[config.mk]
export PLATFORM = sky130hd
export DESIGN_NAME = rv32i_alu_bist
export DESIGN_NICKNAME = d
export VERILOG_FILES = /design/src/rtl/rv32i_alu_pkg.sv /design/src/rtl/rv32i_lfsr32.sv /design/src/rtl/rv32i_alu_bist.sv
export SDC_FILE = /design/constraint.sdc
export NUM_CORES = 1
export LEC_CHECK = 0
export CORE_ASPECT_RATIO = 1.1
export CORE_MARGIN = 2
export CORE_UTILIZATION = 55
export DETAILED_ROUTE_END_ITERATION = 12
export DONT_BUFFER_PORTS = 1
export PLACE_DENSITY = 0.7
export SLEW_MARGIN = 20
export SYNTH_ARGS = -nofsm -noshare
export SYNTH_HDL_FRONTEND = slang
export SYNTH_SLANG_ARGS = --single-unit
[constraint.sdc]
create_clock -name i_clk -period 6.4 [get_ports i_clk]
set_input_delay 0.64 -clock i_clk [delete_from_list [all_inputs] [get_ports i_clk]]
set_output_delay 0.64 -clock i_clk [all_outputs]
set_load 0.005 [all_outputs]
[src/rtl/rv32i_alu_pkg.sv]
// Shared definitions for the RV32I ALU and its built-in self-test engine.
//   - ALU op encoding and width
//   - LFSR / MISR polynomial constants
//   - alu_ref: golden ALU model (also used by the ALU bench scoreboard)
//   - lfsr_next / misr_next: single-step helpers for the BIST datapath
package rv32i_alu_pkg;

  localparam int ALU_OP_W = 4;

  localparam logic [ALU_OP_W-1:0] OP_ADD = 4'b0000;
  localparam logic [ALU_OP_W-1:0] OP_SUB = 4'b0001;
  localparam logic [ALU_OP_W-1:0] OP_AND = 4'b0010;
  localparam logic [ALU_OP_W-1:0] OP_OR  = 4'b0011;
  localparam logic [ALU_OP_W-1:0] OP_XOR = 4'b0100;

  // x^32+x^22+x^2+x+1, Galois form
  localparam logic [31:0] LFSR_POLY = 32'h80200003;
  // CRC-32 polynomial used for signature compression
  localparam logic [31:0] MISR_POLY = 32'h04C11DB7;

  typedef enum logic {
    ST_IDLE = 1'b0,
    ST_RUN  = 1'b1
  } bist_state_e;

  function automatic logic [31:0] alu_ref(input logic [ALU_OP_W-1:0] op,
                                          input logic [31:0] a,
                                          input logic [31:0] b);
    logic [31:0] r;
    r = '0;
    case (op)
      OP_ADD:  r = a + b;
      OP_SUB:  r = a - b;
      OP_AND:  r = a & b;
      OP_OR:   r = a | b;
      OP_XOR:  r = a ^ b;
      default: r = '0;
    endcase
    return r;
  endfunction

  // Right-shifting Galois step: the bit shifted out of q[0] folds the taps back in.
  function automatic logic [31:0] lfsr_next(input logic [31:0] q,
                                            input logic [31:0] poly);
    return q[0] ? ({1'b0, q[31:1]} ^ poly) : {1'b0, q[31:1]};
  endfunction

  function automatic logic [31:0] misr_next(input logic [31:0] sig,
                                            input logic [31:0] din);
    return {sig[30:0], 1'b0} ^ (sig[31] ? MISR_POLY : 32'h0) ^ din;
  endfunction

endpackage

[src/rtl/rv32i_lfsr32.sv]
// 32-bit Galois LFSR operand generator.
// Ports:
//   i_clk, i_rst_n  clock, async active-low reset (state clears to 0)
//   i_load          load i_seed (priority over i_step)
//   i_seed          value loaded on i_load; must be nonzero for a useful sequence
//   i_step          advance one LFSR step
//   o_q             current register value
module rv32i_lfsr32
  import rv32i_alu_pkg::*;
#(
  parameter logic [31:0] POLY = LFSR_POLY
) (
  input  logic        i_clk,
  input  logic        i_rst_n,
  input  logic        i_load,
  input  logic [31:0] i_seed,
  input  logic        i_step,
  output logic [31:0] o_q
);

  logic [31:0] r_q;

  always_ff @(posedge i_clk or negedge i_rst_n) begin
    if (!i_rst_n)    r_q <= '0;
    else if (i_load) r_q <= i_seed;
    else if (i_step) r_q <= lfsr_next(r_q, POLY);
  end

  assign o_q = r_q;

endmodule

[src/rtl/rv32i_alu_bist.sv]
// Self-test engine for the combinational rv32i_alu.
// Drives op/a/b onto the ALU, compares the returned result against alu_ref,
// counts mismatches, records the first failing vector and compresses every
// sampled result into a MISR signature.
// Ports:
//   i_clk, i_rst_n        clock, async active-low reset
//   i_start               begin a run (only honoured in IDLE; wins over i_abort)
//   i_abort               leave RUN without done; current compare discarded
//   o_alu_op/a/b          registered ALU stimulus, held while IDLE
//   i_alu_result          ALU output, combinational from o_alu_op/a/b
//   o_busy                high in RUN
//   o_done                one-cycle pulse after the last compare
//   o_pass                no mismatches in the completed run; held until next start
//   o_err_count           saturating mismatch count
//   o_fail_op/a/b         stimulus of the first mismatch
//   o_signature           MISR over all results sampled in RUN
module rv32i_alu_bist
  import rv32i_alu_pkg::*;
#(
  parameter int          NUM_VECTORS = 64,
  parameter logic [31:0] SEED_A      = 32'hACE12468,
  parameter logic [31:0] SEED_B      = 32'h13579BDF
) (
  input  logic                i_clk,
  input  logic                i_rst_n,
  input  logic                i_start,
  input  logic                i_abort,
  output logic [ALU_OP_W-1:0] o_alu_op,
  output logic [31:0]         o_alu_a,
  output logic [31:0]         o_alu_b,
  input  logic [31:0]         i_alu_result,
  output logic                o_busy,
  output logic                o_done,
  output logic                o_pass,
  output logic [15:0]         o_err_count,
  output logic [ALU_OP_W-1:0] o_fail_op,
  output logic [31:0]         o_fail_a,
  output logic [31:0]         o_fail_b,
  output logic [31:0]         o_signature
);

  localparam int             VEC_W    = (NUM_VECTORS > 1) ? $clog2(NUM_VECTORS) : 1;
  localparam logic [VEC_W-1:0] VEC_LAST = VEC_W'(NUM_VECTORS - 1);

  bist_state_e         r_state, w_state_nxt;
  logic [ALU_OP_W-1:0] r_op;
  logic [VEC_W-1:0]    r_vec;
  logic [15:0]         r_err_count;
  logic [ALU_OP_W-1:0] r_fail_op;
  logic [31:0]         r_fail_a, r_fail_b;
  logic [31:0]         r_sig;
  logic                r_done, r_pass;

  logic        w_load, w_cmp, w_fin, w_last, w_step, w_mis;
  logic [15:0] w_err_nxt;
  logic [31:0] w_a, w_b;

  assign w_last = (r_op == OP_XOR) && (r_vec == VEC_LAST);
  assign w_mis  = w_cmp && (i_alu_result != alu_ref(r_op, w_a, w_b));
  assign w_err_nxt = (w_mis && (r_err_count != 16'hFFFF)) ? r_err_count + 16'd1 : r_err_count;
  // The final compare leaves the operands on the bus rather than stepping past them.
  assign w_step = w_cmp && (r_op == OP_XOR) && !w_fin;

  // ---------------- FSM ----------------
  always_ff @(posedge i_clk or negedge i_rst_n) begin
    if (!i_rst_n) r_state <= ST_IDLE;
    else          r_state <= w_state_nxt;
  end

  always_comb begin
    w_state_nxt = r_state;
    w_load      = 1'b0;
    w_cmp       = 1'b0;
    w_fin       = 1'b0;
    case (r_state)
      ST_IDLE: begin
        if (i_start) begin
          w_state_nxt = ST_RUN;
          w_load      = 1'b1;
        end
      end
      ST_RUN: begin
        if (i_abort) begin
          w_state_nxt = ST_IDLE;
        end else begin
          w_cmp = 1'b1;
          if (w_last) begin
            w_state_nxt = ST_IDLE;
            w_fin       = 1'b1;
          end
        end
      end
      default: w_state_nxt = ST_IDLE;
    endcase
  end

  // ---------------- operand generators ----------------
  rv32i_lfsr32 #(.POLY(LFSR_POLY)) u_lfsr_a (
    .i_clk  (i_clk),
    .i_rst_n(i_rst_n),
    .i_load (w_load),
    .i_seed (SEED_A),
    .i_step (w_step),
    .o_q    (w_a)
  );

  rv32i_lfsr32 #(.POLY(LFSR_POLY)) u_lfsr_b (
    .i_clk  (i_clk),
    .i_rst_n(i_rst_n),
    .i_load (w_load),
    .i_seed (SEED_B),
    .i_step (w_step),
    .o_q    (w_b)
  );

  // ---------------- sequencing, compare, MISR ----------------
  always_ff @(posedge i_clk or negedge i_rst_n) begin
    if (!i_rst_n) begin
      r_op        <= '0;
      r_vec       <= '0;
      r_err_count <= '0;
      r_fail_op   <= '0;
      r_fail_a    <= '0;
      r_fail_b    <= '0;
      r_sig       <= '0;
      r_done      <= 1'b0;
      r_pass      <= 1'b0;
    end else begin
      r_done <= 1'b0;
      if (w_load) begin
        r_op        <= OP_ADD;
        r_vec       <= '0;
        r_err_count <= '0;
        r_fail_op   <= '0;
        r_fail_a    <= '0;
        r_fail_b    <= '0;
        r_sig       <= '0;
        r_pass      <= 1'b0;
      end else if (w_cmp) begin
        r_sig       <= misr_next(r_sig, i_alu_result);
        r_err_count <= w_err_nxt;
        if (w_mis && (r_err_count == 16'h0)) begin
          r_fail_op <= r_op;
          r_fail_a  <= w_a;
          r_fail_b  <= w_b;
        end
        if (w_fin) begin
          r_done <= 1'b1;
          r_pass <= (w_err_nxt == 16'h0);
        end else if (r_op == OP_XOR) begin
          r_op  <= OP_ADD;
          r_vec <= r_vec + VEC_W'(1);
        end else begin
          r_op <= r_op + ALU_OP_W'(1);
        end
      end
    end
  end

  assign o_alu_op    = r_op;
  assign o_alu_a     = w_a;
  assign o_alu_b     = w_b;
  assign o_busy      = (r_state == ST_RUN);
  assign o_done      = r_done;
  assign o_pass      = r_pass;
  assign o_err_count = r_err_count;
  assign o_fail_op   = r_fail_op;
  assign o_fail_a    = r_fail_a;
  assign o_fail_b    = r_fail_b;
  assign o_signature = r_sig;

endmodule

* Yosys cells after proc, flatten, opt, wreduce, memory -nomap -nowiden
Index checks and enable logic that the tools add are counted.
** Storage, ports and cells
- Bits in registers :: 193
- Input port bits :: 36
- Output and inout bits :: 187
- Word-level logic and storage cells :: 98
** Operators by class
- Add/subtract/negate cells :: 5
- Equality and inequality tests :: 8
- Muxes and demuxes :: 46
- Bitwise operators :: 8
- Reduce and logical (&&, ||, !) cells :: 19
** Operators by type and width (count)
- 2-to-1 mux 32 bit :: 14
- one-hot mux 32 bit (5 select lines) :: 1
- XOR 32 bit :: 2
- 2-to-1 mux 16 bit :: 3
- adder 32 bit :: 1
- bitwise AND 32 bit :: 1
- logical NOT 16 bit :: 2
- != test 32 bit :: 1
- bitwise OR 32 bit :: 1
- subtractor 32 bit :: 1
- XOR 32 x 27 -> 32 bit :: 1
- 2-to-1 mux 4 bit :: 7
- 2-to-1 mux 27 bit :: 1
- 2-to-1 mux 6 bit :: 4
- adder 16 x 1 -> 16 bit (second input constant) :: 1
- != test 16 bit (second input constant) :: 1
- 2-to-1 mux 1 bit :: 15
- nonzero test 2 bit :: 5
- == test 4 x 2 -> 1 bit (second input constant) :: 2
- inverter 3 -> 4 bit :: 2
- adder 6 x 1 -> 6 bit (second input constant) :: 1
- == test 6 bit (second input constant) :: 1
- logical AND 1 bit :: 6
- AND reduction 2 bit :: 3
- 9 further kinds :: 9

* Logic depth before layout (Yosys ltp)
Gate-level depths: netlist of the first run.
- Depth in word-level cells :: 10
- Depth in mapped cells :: 29
- Depth with buffers taken out :: 26

* By module
A second synthesis of the first run with hierarchy kept.
** Second synthesis, totals
- Cell total of the unflattened synthesis :: 1652
- Area, all modules :: 13977.2 sq um
** By module, submodules not included
- rv32i_alu_bist :: times used 1, cells an instance 1366, area each 10919.2 sq um, sequential area each 3228.1 sq um
- rv32i_lfsr32 :: times used 2, cells an instance 143, area each 1529.0 sq um, sequential area each 800.8 sq um

* Least setup slack after synthesis of the first run
Ideal clock, no wire load.
- Path kind :: reg2reg
- Start point :: reg u_lfsr_b.r_q[0] (netlist: u_lfsr_b.o_q[0])
- End point :: reg r_fail_a[10] (netlist: o_fail_a[10])
- Data arrival time :: 5.424 ns
- Required time :: 6.268 ns
- Setup slack :: 0.844 ns
- Cell stages (with the launch flop) :: 29
- Path buffers :: 4
- Clock period less this slack :: 5.556 ns
- Path through :: dfrtp_1 inv_1 ha_1 nand2_1 nor3_1 nand3_1 or3_1 nor3_1 nand2_1 nand2_1 xnor2_1 ha_1 clkbuf_1 a21oi_1 or3b_2 a21oi_1 mux2_2 o41a_1 o211ai_2 xor2_1 nor3_1 and4_4 and2_1 or3_1 buf_2 buf_6 buf_6 a21oi_1 nor2_1
** On the way
- Cells in the longest elaborated chain, start to end :: 7
- Elaborated cells between the ends (all ways) :: 11
- Those cells by class :: add/sub: 2; eq/ne: 1; mux: 1; bitwise: 3; reduce/logical: 4
** Ends and longest elaborated chain
- from (decl) :: RTL line rv32i_lfsr32.sv:21 : logic [31:0] r_q;
- from (signal assigned) :: RTL line rv32i_lfsr32.sv:25 : else if (i_load) r_q <= i_seed;
- from (signal assigned) :: RTL line rv32i_lfsr32.sv:26 : else if (i_step) r_q <= lfsr_next(r_q, POLY);
- subtractor 32 bit, or another cell as far along :: RTL line rv32i_alu_pkg.sv:33 : OP_SUB: r = a - b;
- one-hot mux 32 bit (5 select lines) (*) :: RTL line rv32i_alu_pkg.sv:31 : case (op)
- != test 32 bit (*) :: RTL line rv32i_alu_bist.sv:59 : assign w_mis = w_cmp && (i_alu_result != alu_ref(r_op, w_a, w_b));
- logical AND 1 bit (*) :: RTL line rv32i_alu_bist.sv:59
- logical AND 1 bit (*) :: RTL line rv32i_alu_bist.sv:142 : if (w_mis && (r_err_count == 16'h0)) begin
- nonzero test 2 bit (no line) (*)
- AND reduction 2 bit (no line) (*)
- to (signal assigned) :: RTL line rv32i_alu_bist.sv:144 : r_fail_a <= w_a;
- to (decl) :: RTL line rv32i_alu_bist.sv:50 : logic [31:0] r_fail_a, r_fail_b;
Every way passes the cells marked *; elsewhere a longest branch is shown, timed or not.
A chain may end at the register's enable or synchronous reset.

* Final worst setup path of the first run
- Start point :: reg u_lfsr_b.r_q[5] (netlist: u_lfsr_b.o_q[5])
- End point :: reg r_pass (netlist: o_pass)
** On the way
- Cells in the longest elaborated chain, start to end :: 10
- Elaborated cells between the ends (all ways) :: 14
- Those cells by class :: add/sub: 2; eq/ne: 1; mux: 5; bitwise: 3; reduce/logical: 3
** Ends and longest elaborated chain
- subtractor 32 bit, or another cell as far along :: RTL line rv32i_alu_pkg.sv:33
- one-hot mux 32 bit (5 select lines) (*) :: RTL line rv32i_alu_pkg.sv:31
- != test 32 bit (*) :: RTL line rv32i_alu_bist.sv:59
- logical AND 1 bit (*) :: RTL line rv32i_alu_bist.sv:59
- logical AND 1 bit (*) :: RTL line rv32i_alu_bist.sv:60 : assign w_err_nxt = (w_mis && (r_err_count != 16'hFFFF)) ? r_err_count + 16'd1 : r_err_count;
- 2-to-1 mux 16 bit (*) :: RTL line rv32i_alu_bist.sv:60
- logical NOT 16 bit (*) :: RTL line rv32i_alu_bist.sv:149 : r_pass <= (w_err_nxt == 16'h0);
- 2-to-1 mux 1 bit (*) :: RTL line rv32i_alu_bist.sv:147 : if (w_fin) begin
- 2-to-1 mux 1 bit (*) :: RTL line rv32i_alu_bist.sv:139 : end else if (w_cmp) begin
- 2-to-1 mux 1 bit (*) :: RTL line rv32i_alu_bist.sv:130 : if (w_load) begin
- to (signal assigned) :: RTL line rv32i_alu_bist.sv:149
- to (decl) :: RTL line rv32i_alu_bist.sv:52 : logic r_done, r_pass;
Every way passes the cells marked *; elsewhere a longest branch is shown, timed or not. The select of a mux whose other input is x is not followed.

==> metrics.txt, run 1 <==
type of element capturing the critical path=flop; Hold WC Path Type=in2async; area added between synthesis and finish=7.58%; Die Span Y=168 um; fillers=2140; Seq/Total Area, Yosys=approximately 36%; Post-Syn Nets=roughly 1800; Final HPWL DP=31500 um; startpoint types=flop; R2R depth=23; Clock Latency Late Sink=roughly 0.45 ns; synthesized cell area=13400 um2; main flop type after synthesis=dfrtp_1; most common cell after layout, fill and taps aside=dfrtp_1; drt first pass iters=5; GRT Overall Usage=approximately 33%; Leakage Power=between 6 and 7 nW; leading area contributor after synthesis=dfrtp_1; worst setup path start=u_lfsr_b.o_q[5]; Worst Clk Skew=between 0.015 and 0.02 ns; largest net degree at the start of global routing=between 150 and 200; Setup Viol. Count Final=0; synth top area cells=dfrtp_1, ha_1, o21ai_0; initial antenna violation count=1; outcome=completed; initial detailed-routing violation count=1277; total power draw=between 5 and 6 mW; worst r2r src=u_lfsr_b.o_q[5]; diode count=0; crit-path max cell delay=approximately 0.5 ns; Num CTS Buffers=17; maxcap violations=0; Routed WL per cell=roughly 23 um; Post-synth ARST share=100%; worst vdd ir=between 200 and 250 uV; Clock Sinks=193; cell family with most CP delay=simple AND/OR/NAND/NOR gates; fin crit period=about 6 ns; synth unique cells=85; Least-Margin Pin Slew=0.885 ns; H-tree levels=4; EDFF count, synth=0; CTS clock-pin slew for the worst setup and hold paths=approximately 0.09 ns; Final period util=between 90% and 100%; Crit Path Max Fanout=6; worst rel slew slack=41.0%; worst hold slack=between 0.04 and 0.05 ns; PortBufs=0; area of the multi-input gates=about 8000 um2; nets=~1700; deepest clock path buffer count=2; layout cell share with drive strength beyond 1=7.42%; CTS tree=yes; Crit Path Category=reg2reg; Mean Syn Cell Area=8.24 um2; Initial Util=around 56%; I/O pin total=roughly 220; cells after synthesis=approximately 1600; count of state elements after synthesis=between 150 and 200; grt ovf=0; critical path depth in cells=23; Crit path required time=between 6 and 7 ns; arrival time at the worst endpoint=roughly 6.4 ns; post-synth top area share=a little over a third; f_max=between 0.15 and 0.2 GHz; final WL=43400 um; routed vias=between 10000 and 15000; most frequent cells in the layout=dfrtp_1, nand2_1, o21ai_0; Die W=153 um; DIE AREA=around 26000 um2; antenna viol nets, final=0; gp weighted congestion=between 0.9 and 1; Reg2Reg Capture Point=o_pass; core area=23800 um2; first-pass GRT wire length=approximately 67000 um; DRC=0; slowest CP cell=dfrtp_1; yosys warns=0; Fin. Hold Viols=0; WP buf/inv=0; vias per cell=between 6 and 7; cell area power density=about 380 nW/um2; R2R Setup Slk=between 0.3 and 0.4 ns; Slew Viols, Final=0; Seq. cell area=4830 um2; worst-path cell chain=nor4_4, nand2_2, nor3_2, nand3_1, or3_1, nand2_1, xnor2_1, ha_1, nand2_1, or4_1, a21o_1, nand3_2, a21oi_2, xor2_1, o21ai_0, xor2_1, nor4_1, and4_4, and2_2, o21ai_0, a221o_1, a2111o_1, o22ai_2; Rows=59; CTS root buffer=clkbuf_16; vias in the first global route=approximately 12000
[report_power, final]
group	switching, mW	total (mW)	internal (mW)	leakage [nW]
Combinational	1.65	2.71	1.06	3.73
Clock	0.569	1.10	0.528	0.281
Sequential	0.266	1.68	1.41	2.46
[repair_timing]
item                                   in CTS  in global routing
gates resized for setup                     0                  4
endpoints found under the hold margin     193                  0
hold buffers                                1                  0
setup endpoints to repair                   0                 50
buffers inserted                            0                  4
[metrics by stage]
stage	util, %	worst slack (ns)	std cells	instance area [um2]	setup TNS [ns]
after detailed placement	57.7	0.324	1870	13700	0
after floorplan	-	0.844	1626	13400	0
final	60.7	0.342	1909	14400	0
after CTS	60.3	0.278	1903	14300	0
after global routing	60.7	-0.0441	1909	14400	-0.0441
after global placement	57.7	0.415	1870	13700	0
[worst max path at each step]
stage	endpoint	slack (ns)
after detailed placement	o_pass	0.32
after global placement	o_pass	0.41
after CTS	o_pass	0.28
after global routing	o_pass	-0.04
after floorplan	o_fail_a[10]	0.84
final	o_pass	0.34
[cell usage after synthesis, types with 11 or more instances]
| library cell | n |
|---|---|
| nand2_1 | 188 |
| a221oi_1 | 16 |
| nor2_1 | 161 |
| clkbuf_1 | 70 |
| xor2_1 | 43 |
| xnor2_1 | 87 |
| nor4_1 | 12 |
| o21ai_1 | 29 |
| nor3_1 | 21 |
| nand3_1 | 55 |
| and3_1 | 23 |
| inv_1 | 78 |
| o31ai_1 | 15 |
| o21ai_0 | 163 |
| nand4_1 | 22 |
| a21oi_1 | 140 |
| ha_1 | 103 |
| mux2i_1 | 11 |
| dfrtp_1 | 193 |
| buf_2 | 19 |
[cell type report]
cell class | instances | share of cell area [%]
Multi-Input combinational cell | 1255 | 54.9
Timing Repair Buffer | 45 | 2.79
Inverter | 79 | 2.06
Clock buffer | 18 | 2.98
Clock inverter | 14 | 1.15
Sequential cell | 193 | 33.5
Tap cell | 305 | 2.65
[per-layer routing]
layer  track usage, %  part of all wire (%)  vias to the layer above
li1                 -                     -                     5599
met4             9.02                   2.4                        0
met2             48.6                    42                      673
met5                0                     0                        -
met3             9.50                    12                       72
met1             48.1                    43                     5899
[state kept, by name (all words and copies together) (netlist names)]
| register | flops |
|---|---|
| o_fail_a | 32 |
| o_fail_b | 32 |
| o_signature | 32 |
| u_lfsr_a.o_q | 32 |
| u_lfsr_b.o_q | 32 |
| o_err_count | 16 |
| r_vec | 6 |
| o_alu_op | 4 |
| o_fail_op | 4 |
| o_busy | 1 |
| o_done | 1 |
| o_pass | 1 |
[logic make-up after synthesis]
group | after synthesis | share of synthesized area [%]
simple gates | 545 | 18.9
compound gates | 461 | 20.5
flops | 193 | 36.0
buf+inv | 179 | 5.31
xor+xnor | 130 | 8.50
fa+ha+maj | 104 | 9.76
mux | 14 | 1.07
No activity file was read; power rests on OpenSTA's default activity.
==> inputs of run 2 (changes only) <==
--- a/config.mk
+++ b/config.mk
@@ -7,10 +7,10 @@
 export LEC_CHECK = 0
 export CORE_ASPECT_RATIO = 1.1
 export CORE_MARGIN = 2
-export CORE_UTILIZATION = 55
+export CORE_UTILIZATION = 65
 export DETAILED_ROUTE_END_ITERATION = 12
 export DONT_BUFFER_PORTS = 1
-export PLACE_DENSITY = 0.7
+export PLACE_DENSITY = 0.81
 export SLEW_MARGIN = 20
 export SYNTH_ARGS = -nofsm -noshare
 export SYNTH_HDL_FRONTEND = slang
==> run 2 against run 1 <==
Sequential share of layout area rose by 0.34 points. Sequential cell count is the same. Final cell count is 3.0% lower. Die area shrank 15%. Routed wire length fell by 0.56%. Sequential power barely moved. Clock power about the same. Critical endpoint unchanged. Largest power group unchanged.
==> metrics.txt, run 2 (synthesis results as in run 1) <==
cell area power density=383 nW/um2; Fin. Hold Viols=0; Crit Path Max Fanout=10; nets=1724; Routed WL per cell=around 23 um; Slew Viols, Final=0; DIE AREA=21800 um2; vias in the first global route=between 10000 and 15000; Clock Sinks=about 190; I/O pin total=roughly 220; crit-path max cell delay=roughly 0.49 ns; worst hold slack=approximately 0.21 ns; grt ovf=0; vias per cell=around 6.7; arrival time at the worst endpoint=6.60 ns; outcome=completed; maxcap violations=0; startpoint types=flop; Place WS=0.174 ns; Final HPWL DP=31400 um; area of the multi-input gates=between 7000 and 8000 um2; H-tree levels=4; Clock Latency Late Sink=0.45 ns; Rows=55; core area=roughly 20000 um2; Crit path required time=roughly 6.8 ns; Die W=between 100 and 150 um; Num CTS Buffers=17; Hold WC Path Type=in2async; DRC=0; CTS tree=yes; Initial Util=between 60% and 70%; worst rel slew slack=around 33%; initial antenna violation count=1; most frequent CP cell=nor3_1; Leakage Power=about 6.4 nW; fin crit period=slightly above 6 ns; CTS root buffer=clkbuf_16; Crit Path Category=reg2reg; fillers=approximately 1700; Seq. cell area=slightly below 5000 um2; layout cell share with drive strength beyond 1=around 6.9%; setup tns final=0 ns; Final period util=roughly 100%; largest net degree at the start of global routing=around 190; initial detailed-routing violation count=1477; routed vias=12300; f_max=about 0.16 GHz; gp weighted congestion=0.998; Setup Viol. Count Final=0; diode count=0; most common cell after layout, fill and taps aside=dfrtp_1; worst vdd ir=225 uV; drt first pass iters=6; PortBufs=0; final WL=between 40000 and 50000 um; worst-path cell chain=nor4_4, nand2_2, nor3_1, nand3_1, or3_1, nor3_1, nand2_1, nand2_1, xnor2_1, ha_1, a21oi_1, or3b_2, a21oi_1, mux2_2, o41a_1, o211ai_2, xor2_1, nor3_1, and4_4, a21oi_4, nand4_1, a221o_1, a2111o_1, o22ai_2; cell family with most CP delay=simple AND/OR/NAND/NOR gates; Least-Margin Pin Slew=1.00 ns; WP buf/inv=0; deepest clock path buffer count=2; slowest CP cell=dfrtp_1; area added between synthesis and finish=6.49%; most frequent cells in the layout=dfrtp_1, nand2_1, nor2_1, o21ai_0, a21oi_1; total power draw=~5.5 mW; first-pass GRT wire length=approximately 66000 um; CTS clock-pin slew for the worst setup and hold paths=~0.08 ns; worst setup margin=0.174 ns; antenna viol nets, final=0; Die Span Y=155 um; Worst Clk Skew=~0.013 ns; GRT Overall Usage=38.9%; type of element capturing the critical path=flop; RSZ-0062 raised after global routing=true
run 2: changes by cell type in the layout (fill, tap and decap cells not counted), sizes merged:
cell      change
clkinvlp      -1
inv           +2
buf           -6
clkbuf        -1
or3           -1
clkinv        -1
run 2: report_power, final:
part	internal, mW	total (mW)	switching (mW)
Sequential	1.41	1.68	0.271
Combinational	1.04	2.69	1.64
Clock	0.527	1.10	0.574
Total	2.98	5.47	2.49
run 2: worst register-to-register path, stage by stage (launching register included):
cell      delay, ns
dfrtp_1        0.49
nor4_4         0.32
nand2_2        0.12
nor3_1         0.28
nand3_1        0.19
or3_1          0.43
nor3_1         0.33
nand2_1        0.09
nand2_1        0.12
xnor2_1        0.14
ha_1           0.28
a21oi_1        0.28
or3b_2         0.48
a21oi_1        0.23
mux2_2         0.36
o41a_1         0.12
o211ai_2       0.19
xor2_1         0.17
nor3_1         0.07
and4_4         0.16
a21oi_4        0.27
nand4_1        0.13
a221o_1        0.38
a2111o_1       0.43
o22ai_2        0.09
run 2: stage by stage:
step	instances	util, %	area, um2
CTS	1845	69.7	14200
detailed placement	1813	66.7	13600
floorplan	1626	-	13400
global placement	1813	66.7	13600
finish	1852	70.1	14300
global route	1852	70.1	14300
run 2: layout make-up:
type | instances | share of cell area (%)
well taps | 256 | 2.24
multi-input cells | 1254 | 55.4
repair buffers | 39 | 2.36
flip-flops and latches | 193 | 33.8
inverters | 79 | 2.08
clock buffers | 17 | 2.98
clock inverters | 14 | 1.13
run 2: final timing paths:
| kind | start | endpoint | slack [ns] | cells past startpoint |
|---|---|---|---|---|
| hold / removal | i_rst_n | o_signature[10] | 0.21 | 1 |
| setup reg to reg | u_lfsr_b.o_q[5] | o_pass | 0.17 | 24 |
| hold reg to reg | r_vec[1] | r_vec[1] | 0.54 | 2 |
| min in group i_clk | i_alu_result[9] | o_signature[9] | 0.38 | 2 |
| setup / recovery | u_lfsr_b.o_q[5] | o_pass | 0.17 | 24 |
| max in group asynchronous | i_rst_n | o_err_count[12] | 5.39 | 1 |
run 2: metal layers:
| layer | part of all wire [%] | GRT usage [%] | wire (um) | vias to the layer above |
|---|---|---|---|---|
| li1 | - | - | - | 5585 |
| met1 | 42 | 55.2 | 18200 | 5917 |
| met2 | 44 | 57.0 | 18800 | 727 |
| met3 | 11 | 11.9 | 4970 | 95 |
| met4 | 2.8 | 13.3 | 1220 | 2 |
| met5 | 0.030 | 0 | 13 | - |
run 2: what timing repair did:
item | CTS | global route
setup endpoints to repair | 0 | 35
resized for setup | 0 | 6
hold endpoints to repair | 193 | 0
setup buffers | 0 | 7
hold buffers | 1 | 0
